==> src/rtl/sram_fifo_ctrl.sv <==
// -----------------------------------------------------------------------------
// sram_fifo_ctrl
// Turns one sky130_sram_1kbyte_1r1w_8x1024_8 macro into a 1024-deep,
// first-word-fall-through byte FIFO. Pushes go straight to the macro write
// port; the read port prefetches into a 3-entry output buffer that feeds
// the pop interface.
//
// Optional feature macro: SFC_FLUSH_EN adds the 'flush' input (synchronous
// clear of all FIFO state; in_ready stays high).
//
// Ports
//   clk0, rstb0            clock, synchronous active-low reset
//   in_valid/in_data       push side, accepted when in_valid && in_ready
//   in_ready               room left in the SRAM
//   out_valid/out_data     head byte, popped when out_valid && out_ready
//   out_ready              pop request
//   level                  bytes held (SRAM + in flight + buffer), 0..1027
//   sram_csb0/web0/addr0/din0   macro write port (registered)
//   sram_csb1/addr1        macro read port (registered)
//   sram_dout1             macro read data
//   flush                  only with SFC_FLUSH_EN
// -----------------------------------------------------------------------------
module sram_fifo_ctrl #(
  parameter int DATA_WIDTH = 8,
  parameter int ADDR_WIDTH = 10,
  parameter int MACRO_AW   = 12
) (
  input  logic                  clk0,
  input  logic                  rstb0,
  input  logic                  in_valid,
  input  logic [DATA_WIDTH-1:0] in_data,
  output logic                  in_ready,
  output logic                  out_valid,
  output logic [DATA_WIDTH-1:0] out_data,
  input  logic                  out_ready,
  output logic [ADDR_WIDTH:0]   level,
  output logic                  sram_csb0,
  output logic                  sram_web0,
  output logic [MACRO_AW-1:0]   sram_addr0,
  output logic [DATA_WIDTH-1:0] sram_din0,
  output logic                  sram_csb1,
  output logic [MACRO_AW-1:0]   sram_addr1,
  input  logic [DATA_WIDTH-1:0] sram_dout1
`ifdef SFC_FLUSH_EN
  ,
  input  logic                  flush
`endif
);

  localparam int CW = ADDR_WIDTH + 1;
  localparam logic [CW-1:0] DEPTH_C = {1'b1, {ADDR_WIDTH{1'b0}}};

  logic [ADDR_WIDTH-1:0] r_wr_ptr;
  logic [ADDR_WIDTH-1:0] r_rd_ptr;
  logic [CW-1:0]         r_mem_cnt;
  logic [CW-1:0]         r_rd_avail;
  logic                  r_push_d1;
  logic [1:0]            r_pipe;       // [0] = issued last edge, [1] = data on dout1 now
  logic [1:0]            r_buf_head;
  logic [1:0]            r_buf_tail;
  logic [1:0]            r_buf_occ;
  logic [DATA_WIDTH-1:0] r_buf [0:2];
  logic                  r_in_ready;
  logic                  r_csb0;
  logic                  r_web0;
  logic                  r_csb1;
  logic [MACRO_AW-1:0]   r_addr0;
  logic [MACRO_AW-1:0]   r_addr1;
  logic [DATA_WIDTH-1:0] r_din0;

  logic                  w_flush;
  logic                  w_clear;
  logic                  w_push;
  logic                  w_pop;
  logic                  w_issue;
  logic [1:0]            w_inflight;
  logic [2:0]            w_used;
  logic [2:0]            w_limit;
  logic [CW-1:0]         w_mem_cnt_next;
  logic [CW-1:0]         w_rd_avail_next;
  logic [1:0]            w_occ_next;

`ifdef SFC_FLUSH_EN
  assign w_flush = flush;
`else
  assign w_flush = 1'b0;
`endif

  assign w_clear = !rstb0 || w_flush;

  function automatic logic [1:0] wrap3_inc(input logic [1:0] p);
    return (p == 2'd2) ? 2'd0 : p + 2'd1;
  endfunction

  assign w_push     = in_valid && r_in_ready && !w_flush;
  assign w_pop      = (r_buf_occ != 2'd0) && out_ready && !w_flush;
  assign w_inflight = {1'b0, r_pipe[0]} + {1'b0, r_pipe[1]};

  // A buffer slot freed by this cycle's pop counts as free, so a read can be
  // issued into it; without this the 2-cycle read pipe leaves a bubble every
  // few bytes when streaming.
  assign w_used  = {1'b0, r_buf_occ} + {1'b0, w_inflight};
  assign w_limit = 3'd3 + {2'b00, w_pop};
  assign w_issue = (r_rd_avail != '0) && !w_flush && (w_used < w_limit);

  assign w_mem_cnt_next  = r_mem_cnt + CW'(w_push) - CW'(w_issue);
  // Pushes become readable one cycle late so the macro's write (committed at
  // the negedge after capture) lands before any read of the same address.
  assign w_rd_avail_next = r_rd_avail + CW'(r_push_d1) - CW'(w_issue);
  assign w_occ_next      = r_buf_occ + {1'b0, r_pipe[1]} - {1'b0, w_pop};

  always_ff @(posedge clk0) begin
    if (w_clear) begin
      r_wr_ptr   <= '0;
      r_rd_ptr   <= '0;
      r_mem_cnt  <= '0;
      r_rd_avail <= '0;
      r_push_d1  <= 1'b0;
      r_pipe     <= '0;
      r_buf_head <= '0;
      r_buf_tail <= '0;
      r_buf_occ  <= '0;
      for (int i = 0; i < 3; i++) begin
        r_buf[i] <= '0;
      end
      // Low while reset is held, high straight away after a flush.
      r_in_ready <= rstb0;
      r_csb0     <= 1'b1;
      r_web0     <= 1'b1;
      r_csb1     <= 1'b1;
      r_addr0    <= '0;
      r_addr1    <= '0;
      r_din0     <= '0;
    end else begin
      r_mem_cnt  <= w_mem_cnt_next;
      r_rd_avail <= w_rd_avail_next;
      r_push_d1  <= w_push;
      r_in_ready <= (w_mem_cnt_next < DEPTH_C);
      r_csb0     <= !w_push;
      r_web0     <= !w_push;
      if (w_push) begin
        r_addr0  <= {{(MACRO_AW-ADDR_WIDTH){1'b0}}, r_wr_ptr};
        r_din0   <= in_data;
        r_wr_ptr <= r_wr_ptr + ADDR_WIDTH'(1);
      end
      r_csb1 <= !w_issue;
      if (w_issue) begin
        r_addr1  <= {{(MACRO_AW-ADDR_WIDTH){1'b0}}, r_rd_ptr};
        r_rd_ptr <= r_rd_ptr + ADDR_WIDTH'(1);
      end
      r_pipe <= {r_pipe[0], w_issue};
      if (r_pipe[1]) begin
        r_buf[r_buf_tail] <= sram_dout1;
        r_buf_tail        <= wrap3_inc(r_buf_tail);
      end
      if (w_pop) begin
        r_buf_head <= wrap3_inc(r_buf_head);
      end
      r_buf_occ <= w_occ_next;
    end
  end

  assign in_ready   = r_in_ready;
  assign out_valid  = (r_buf_occ != 2'd0);
  assign out_data   = r_buf[r_buf_head];
  assign level      = r_mem_cnt + CW'(w_inflight) + CW'(r_buf_occ);
  assign sram_csb0  = r_csb0;
  assign sram_web0  = r_web0;
  assign sram_addr0 = r_addr0;
  assign sram_din0  = r_din0;
  assign sram_csb1  = r_csb1;
  assign sram_addr1 = r_addr1;

endmodule

==> config.mk <==
export PLATFORM = sky130hd
export DESIGN_NAME = sram_fifo_ctrl
export DESIGN_NICKNAME = d
export VERILOG_FILES = /design/src/rtl/sram_fifo_ctrl.sv
export SDC_FILE = /design/constraint.sdc
export NUM_CORES = 1
export LEC_CHECK = 0
export CAP_MARGIN = 20
export CORE_MARGIN = 8
export CORE_UTILIZATION = 55
export DETAILED_ROUTE_END_ITERATION = 12
export DONT_BUFFER_PORTS = 1
export PLACE_DENSITY = 0.77
export SLEW_MARGIN = 10
export SYNTH_ARGS = -nofsm -noshare
export SYNTH_HDL_FRONTEND = slang
export SYNTH_SLANG_ARGS = --single-unit
==> constraint.sdc <==
create_clock -name clk0 -period 5.5 [get_ports clk0]
set_clock_uncertainty 0.05 [all_clocks]
set_input_delay 0 -clock clk0 [delete_from_list [all_inputs] [get_ports clk0]]
set_output_delay 0 -clock clk0 [all_outputs]
set_load 0.05 [all_outputs]
### Word-level counts from Yosys, hierarchy flattened

Memory sizes are Yosys's and may differ from the RTL's. A register that Yosys moved wholly into a read port is not among the register bits.
Index checks and enable logic that the tools add are counted.
W data, S select, Z words.

| word-level totals | value |
|---|---|
| logic and storage cells | 54 |
| bits in registers | 82 |
| bits in latches | 0 |
| output and inout bits | 56 |
| bits in writable memories | 24 |
| bits in read-only memories | 0 |
| memories kept | 1 |

| operators by class | value |
|---|---|
| $lt $le $gt $ge | 2 |
| shift-type cells | 0 |
| $add $sub $neg | 15 |
| equality and inequality tests | 2 |
| div/mod/pow operators | 0 |
| multiply operators | 0 |
| reductions and logical operators | 8 |
| multiplexer cells | 11 |
| bitwise gates (word level) | 0 |

Memories:

| name | depth | bits a word | rd ports | clocked after memory_dff | wr ports | RTL line | text |
|---|---|---|---|---|---|---|---|
| r_buf | 3 | 8 | 1 | 1 | 3 | 62 | `logic [DATA_WIDTH-1:0] r_buf [0:2];` |

Operator list:

| cell | number |
|---|---|
| $add A11 B1 Y11 | 2 |
| $add A11 B2 Y11 | 2 |
| $sub A11 B1 Y11 | 2 |
| $add A10 B1 Y10 const B | 2 |
| $lt A11 B11 Y1 const B | 1 |
| $reduce_bool A11 Y1 | 1 |
| $mux W2 | 5 |
| $mux W8 | 1 |
| $reduce_or A8 Y1 | 1 |
| $mux W1 | 5 |
| $add A2 B1 Y2 const B | 2 |
| $eq A2 B2 Y1 const B | 2 |
| $add A2 B1 Y3 const A | 1 |
| $add A2 B2 Y3 | 1 |
| $logic_and A1 B1 Y1 | 3 |
| $lt A3 B3 Y1 | 1 |
| $add A1 B1 Y2 | 1 |
| $add A2 B1 Y2 | 1 |
| $logic_not A1 Y1 | 2 |
| $reduce_bool A2 Y1 | 1 |
| $sub A2 B1 Y2 | 1 |

### Longest topological paths before layout

Gate-level depths: netlist of run 1.

| depth | value |
|---|---|
| depth in word-level cells | 7 |
| gate-level depth with buffers | 19 |

### Worst setup path before layout of run 1

No wires, ideal clock.

| timing path | value |
|---|---|
| path type | register -> register |
| from | reg r_pipe[1] |
| to | reg r_in_ready, in the netlist in_ready |
| stages on the path, launching flop included | 20 |
| period minus slack after synthesis | 4.021 ns |
| path slack | 1.479 ns |
| library setup time | 0.128 ns |
| arrival | 3.843 ns |
| cells stage by stage | dfxtp_1 > ha_1 > ha_1 > fa_1 > ha_1 > o21ai_0 > a21oi_2 > or2_1 > buf_6 > clkbuf_1 > nand2_1 > nand2_1 > ha_1 > inv_1 > fa_1 > nor2b_1 > nor3_1 > o21bai_1 > a31oi_1 > mux2i_1 |

| between the ends | value |
|---|---|
| longest elaborated chain between the ends | 6 |

RTL lines:

| what | RTL line | text |
|---|---|---|
| start, declared | 58 | `logic [1:0] r_pipe;` |
| start signal, assigned | 151 | `r_pipe <= {r_pipe[0], w_issue};` |
| $add A1 B1 Y2 | 97 | `assign w_inflight = {1'b0, r_pipe[0]} + {1'b0, r_pipe[1]};` |
| $add A2 B2 Y3 | 102 | `assign w_used = {1'b0, r_buf_occ} + {1'b0, w_inflight};` |
| $lt A3 B3 Y1 | 104 | `assign w_issue = (r_rd_avail != '0) && !w_flush && (w_used < w_limit);` |
| $logic_and A1 B1 Y1 | 104 |  |
| $sub A11 B1 Y11 | 106 | `assign w_mem_cnt_next = r_mem_cnt + CW'(w_push) - CW'(w_issue);` |
| $lt A11 B11 Y1 | 138 | `r_in_ready <= (w_mem_cnt_next < DEPTH_C);` |
| end signal, assigned | 127 | `r_in_ready <= rstb0;` |
| end signal, assigned | 138 |  |
| end, declared | 63 | `logic r_in_ready;` |

No other way between the ends.
A chain may end at the register's enable or synchronous reset.

### Worst setup path in the final report of run 1

| timing path | value |
|---|---|
| from | reg r_pipe[1] |
| to | reg r_mem_cnt[10] |

| between the ends | value |
|---|---|
| longest elaborated chain between the ends | 5 |

RTL lines:

| what | RTL line | text |
|---|---|---|
| $add A1 B1 Y2 | 97 |  |
| $add A2 B2 Y3 | 102 |  |
| $lt A3 B3 Y1 | 104 |  |
| $logic_and A1 B1 Y1 | 104 |  |
| $sub A11 B1 Y11 | 106 |  |
| end signal, assigned | 135 | `r_mem_cnt <= w_mem_cnt_next;` |
| end, declared | 55 | `logic [CW-1:0] r_mem_cnt;` |

No other way between the ends.

==> impl_metrics.ini, run 1 <==
[outcome]
status = finished, final reports clean

[timing]
setup_violations = 0
timing.final.hold_violations = 0
tightest_slew_ns = 1.10
setup_tns_ns = 0
clock.fmax_mhz = 225
slew_headroom_pct = 25.8
period_needed_ns = 4.44
worst_slack_ns = 1.06
slew_viol_final = 0
rsz0062_at_grt = no
period_share_pct = 80.7

[power_and_ir_drop]
p_comb_share_pct = 46.5
powerDensity_nw_per_um2 = 625
switching_share_pct = 43.4
switchingPower_uw = 1750
power.share.sequential_pct = 30.9
clock_power_share_pct = 22.6
intPower_uw = 2270
p_total_uw = 4020
p_leak_uw = 0.00258
peakVddDrop_mv = 0.260

[die]
num_io_pins = 76
initial_core_util_pct = 55.6
num_rows = 37
die_w_microns = 117
die_area_sq_um = 13700
fp.dieH_microns = 117
core_area_sq_um = 10100

[synthesis]
synthCells = 579
synthFlopType = dfxtp_1
synth_top_area_share_pct = 29.8
synth-async-reset-ratio_pct = 0
ys_ff_latch = 116
synth_edf_count = 32
synthesis.area_sq_um = 5640
ys_warn_count = 0
yosys-top-cells-area = dfxtp_1 (30%), edfxtp_1 (17%), ha_1 (8.9%)
synth_top_cell_by_area = dfxtp_1
ys_types = 51
avgSynthCellArea_sq_um = 9.74
ys_seq_area_share_pct = 46.9

[critical_path]
rr_endpoint = r_mem_cnt[10]
path_max_fanout = 17
reg2regPathDepth = 17
path_class = reg2reg
cp_data_arrival_time_ns = 4.78
cp.required_ns = 5.85
cp-start-kind = register
r2r-start = r_pipe[1]
end_kind = register
r2r_slack_ns = 1.06

[clocking]
cts_buffers = 17
htree_num_levels = 4
root_buffer = clkbuf_8
clock_sinks = 116
cts_resized = 0
clock_latency_ns = 0.52
cts_tree = done
clock_path_buffers = 2
clk_pin_slew_ns = 0.06

[finish]
n_antenna_cell = 0
nNetsFinal = 667
final_area_sq_um = 6430
drive_above_1_share_pct = 7.65
fillCellCount = 768
area_growth_syn_to_layout_pct = 14.2
fin_cells = 750

[detailed_routing]
ant_nets = 0
drt-total-wl_microns = 11900
wl_per_cell_microns = 15.9
drt_first_iter_violations = 223
drc = 0
via_per_inst = 5.40
drt_pre_antenna_iters = 4
vias = 4049

[min_path]
hold_depth = 3
min_from = in_valid
min_delay_worst_endpoint = r_wr_ptr[1]
hp-class = in2reg

[global_routing]
grt_pass1_wl_microns = 19100
grt_antenna_before_repair = 0
grt_max_degree = 69
grt-ovfl-total = 0
grt_usage_pct = 18.2
grt_pass1_vias = 4000

[place]
dp_slack_ns = 1.11
gp_congestion = 0.819
placed_cell_area_sq_um = 5720
place_inst = 697
io_buffers = 0
hpwl_microns = 8260

[job]
drv_cap = 0
==> repair_timing <==
action,CTS,global route
endpoints found under the setup margin,0,0
hold buffers,19,1
endpoints found under the hold margin,89,60
buffers inserted,0,0
==> power by group through the flow <==
stage          combinational, uW  sequential [uW]  clock, uW
2_1_floorplan               1580             1210          0
3_3_place_gp                1770             1250          0
3_5_place_dp                1840             1260          0
4_1_cts                     1870             1250        915
5_1_grt                     2080             1270        956
6_report                    1870             1240        907
==> layout by cell type, fill, tap and decap left out, types with 3 or more instances in the layout <==
| cell type | instances |
|---|---|
| o21bai_1 | 4 |
| or3_1 | 6 |
| clkinvlp_4 | 3 |
| xnor2_1 | 21 |
| mux2i_1 | 6 |
| a21oi_1 | 47 |
| clkinv_2 | 8 |
| inv_1 | 34 |
| o21ai_0 | 13 |
| clkbuf_1 | 3 |
| nor4_1 | 3 |
| xor2_1 | 14 |
| dfxtp_1 | 84 |
| nand2b_1 | 8 |
| a21o_1 | 4 |
| nor2_1 | 41 |
| conb_1 | 4 |
| mux4_2 | 8 |
| clkbuf_16 | 16 |
| buf_4 | 3 |
| dlygate4sd3_1 | 20 |
| edfxtp_1 | 32 |
| fa_1 | 6 |
| nand3_1 | 12 |
| and2_1 | 29 |
| nor2b_1 | 7 |
| nor3_1 | 11 |
| and3_1 | 5 |
| ha_1 | 40 |
| nand2_1 | 85 |
| nand4_1 | 8 |
==> metal layers <==
metal | vias up | wire length [microns] | GRT usage [%] | part of all wire, %
met5 | - | 0 | 0 | 0
met4 | 0 | 244 | 8.87 | 2.1
met3 | 21 | 570 | 4.10 | 4.8
met2 | 83 | 6480 | 33.3 | 55
met1 | 1941 | 4590 | 19.4 | 39
li1 | 2004 | - | - | -
==> stage by stage <==
| step | hold WS, ns | utilization (%) |
|---|---|---|
| CTS | 0.0664 | 63.2 |
| detailed placement | 0.0459 | 56.4 |
| global placement | 0.0421 | 56.4 |
| floorplan | 0.0489 | - |
| finish | 0.0977 | 63.5 |
| global route | 0.133 | 63.5 |
==> area by class of cell <==
cell class              count  area [sq um]  area share (%)
multi-input cells         407          2760            42.8
inverters                  35           131            2.04
well taps                 136           170            2.64
clock inverters            12          66.3            1.03
clock buffers              20           425            6.61
repair buffers             24           243            3.77
flip-flops and latches    116          2640            41.1
==> flip-flops by register name (all words and copies together) (netlist names), 8 cells and up, named ones only <==
| register | flops |
|---|---|
| r_buf | 32 |
| r_mem_cnt | 11 |
| r_rd_avail | 11 |
| r_rd_ptr | 10 |
| r_wr_ptr | 10 |
| sram_addr0 | 10 |
| sram_addr1 | 10 |
| sram_din0 | 8 |
==> Yosys cell counts, drive strengths merged (11+ instances only) <==
cell type,instances
and2,29
xnor2,21
inv,35
ha,40
nor2,41
nand2,85
nor3,11
o21ai,14
nand3,12
clkbuf,12
edfxtp,32
a21oi,48
dfxtp,84
xor2,14
buf,12
==> worst max-delay path by stage <==
stage          slack [ns]             end      start
6_report             1.06   r_mem_cnt[10]  r_pipe[1]
5_1_grt              0.71  r_rd_avail[10]  r_pipe[1]
4_1_cts              1.06   r_mem_cnt[10]  r_pipe[1]
3_5_place_dp         1.11   r_mem_cnt[10]  r_pipe[1]
3_3_place_gp         1.24        in_ready  r_pipe[1]
2_1_floorplan        1.48        in_ready  r_pipe[1]
==> kinds of logic after synthesis <==
kind of cell | after synthesis | share of synthesized area [%]
simple gates | 222 | 18.7
flops | 116 | 46.9
compound gates | 86 | 9.23
buf+inv | 59 | 4.42
fa+ha+maj | 46 | 11.0
xor+xnor | 35 | 5.44
mux | 14 | 4.26
other cells | 1 | 0.0665
==> worst max-delay path: stages (launching register included) <==
cell and delay (ns):
dfxtp_1 0.41, ha_1 0.29, ha_1 0.20, fa_1 0.43, ha_1 0.29, o21ai_0 0.10, a21oi_2 0.27, or2_1 0.51
nand2_1 0.12, nand2_1 0.11, ha_1 0.18, inv_1 0.06, fa_1 0.41, nor2b_1 0.20, nor3_1 0.06, o21bai_1 0.27
a31oi_1 0.19, mux2i_1 0.15
Note: power is estimated with default switching activity, not from simulation.
==> inputs of run 2 (changes only) <==
- clock period: 5.5 -> 4.6 ns (I/O delays scaled with it)
==> impl_metrics.ini, run 2 (synthesized netlist as in run 1, its figures left out) <==
[finish]
n_antenna_cell = 0
fin_cells = 753
final_cell_mix = nand2_1 (85), dfxtp_1 (84), a21oi_1 (47)
nNetsFinal = 670
regMostFlops = r_buf
layout_commonest_cell = nand2_1
largest_register_ffs = 32
drive_above_1_share_pct = 7.78
utilization_pct = 64.4
area_growth_syn_to_layout_pct = 15.8
reg.largest.list = r_buf x32, r_mem_cnt x11, r_rd_avail x11

[place]
dp_slack_ns = 0.632
gp_congestion = 0.814
io_buffers = 0
place_inst = 699
hpwl_microns = 8060

[outcome]
status = finished, final reports clean

[die]
fp.dieH_microns = 117
die_area_sq_um = 13700
num_rows = 37
num_io_pins = 76
initial_core_util_pct = 55.6
core_area_sq_um = 10100
die_w_microns = 117

[detailed_routing]
drt-total-wl_microns = 12200
drt_pre_antenna_iters = 5
via_per_inst = 5.52
wl_per_cell_microns = 16.2
drt_first_iter_violations = 288
vias = 4155
drc = 0
ant_nets = 0

[clocking]
clock_path_buffers = 2
cts_resized = 0
cts_buffers = 17
root_buffer = clkbuf_8
clk_pin_slew_ns = 0.05
cts_setup_buffers = 0
cts_tree = done
clock_latency_ns = 0.52
cts-hold-fix-buffers = 20
clock_sinks = 116
htree_num_levels = 4

[critical_path]
cp_data_arrival_time_ns = 4.47
reg2regPathDepth = 16
path_class = reg2reg
cp-start-kind = register
r2r_slack_ns = 0.53
rr_endpoint = r_rd_avail[8]
end_kind = register
r2r-start = r_pipe[1]
path_max_fanout = 8
cp.required_ns = 5.00

[timing]
setup_tns_ns = 0
timing.final.hold_violations = 0
slew_viol_final = 0
tightest_slew_ns = 1.11
period_needed_ns = 4.07
worst_slack_ns = 0.531
period_share_pct = 88.5
setup_violations = 0
slew_headroom_pct = 25.5
rsz0062_at_grt = no
clock.fmax_mhz = 246

[min_path]
hold_depth = 3
min_delay_worst_endpoint = r_wr_ptr[1]
hp-class = in2reg
min_from = in_valid

[power_and_ir_drop]
p_leak_uw = 0.00263
peakVddDrop_mv = 0.270
powerDensity_nw_per_um2 = 761

[global_routing]
grt_antenna_before_repair = 0
grt-ovfl-total = 0
grt_pass1_vias = 4154
grt_max_degree = 69
grt_pass1_wl_microns = 19300
grt_usage_pct = 18.3

[job]
drv_cap = 0
## run 2: worst max-delay path by stage
stage / start / endpoint / slack, ns / depth (start not counted)
after floorplan: r_pipe[1] / in_ready / 0.58 / 19
final: r_pipe[1] / r_rd_avail[8] / 0.53 / 16
after global routing: r_pipe[1] / r_rd_avail[8] / 0.25 / 16
after global placement: r_pipe[1] / r_rd_avail[10] / 0.71 / 17
after detailed placement: r_pipe[1] / r_rd_avail[10] / 0.63 / 17
after CTS: r_pipe[1] / r_rd_avail[10] / 0.60 / 16
## run 2: final cells by class
type | count | area, sq um
clock inverter | 4 | 45.0
sequential | 116 | 2640
timing repair buffer | 27 | 268
tap | 136 | 170
multi-input combinational | 407 | 2760
fill | 737 | 3610
clock buffer | 28 | 515
inverter | 35 | 131
## run 2: routing by layer
metal,wire length (microns),GRT usage [%],vias up
met5,0,0,-
met4,255,8.19,0
met3,538,4.77,28
met2,6560,33.1,121
met1,4850,19.5,1990
li1,-,-,2016
## run 2: stage by stage
step	total power, uW	hold WS, ns	cell area, sq um
6_report	4970	0.0920	6530
5_1_grt	5300	0.121	6530
4_1_cts	4990	0.0699	6500
3_5_place_dp	3710	0.0440	5740
3_3_place_gp	3630	0.0399	5730
2_1_floorplan	3330	0.0489	5650
## run 2: critical path, stage by stage (launching register included)
cell and delay, ns:
dfxtp_1 0.40, ha_1 0.29, ha_1 0.21, fa_1 0.44, ha_1 0.27, o21ai_0 0.21, a21oi_2 0.11, or3_1 0.39
nand2_1 0.08, ha_1 0.20, inv_1 0.07, fa_1 0.37, nor2b_1 0.23, o311a_1 0.20, nor3_1 0.07, o21ai_0 0.22
mux2i_1 0.20
## run 2: report_power, final
group	switching, uW	internal (uW)
Combinational	1400	859
Sequential	262	1230
Clock	426	799
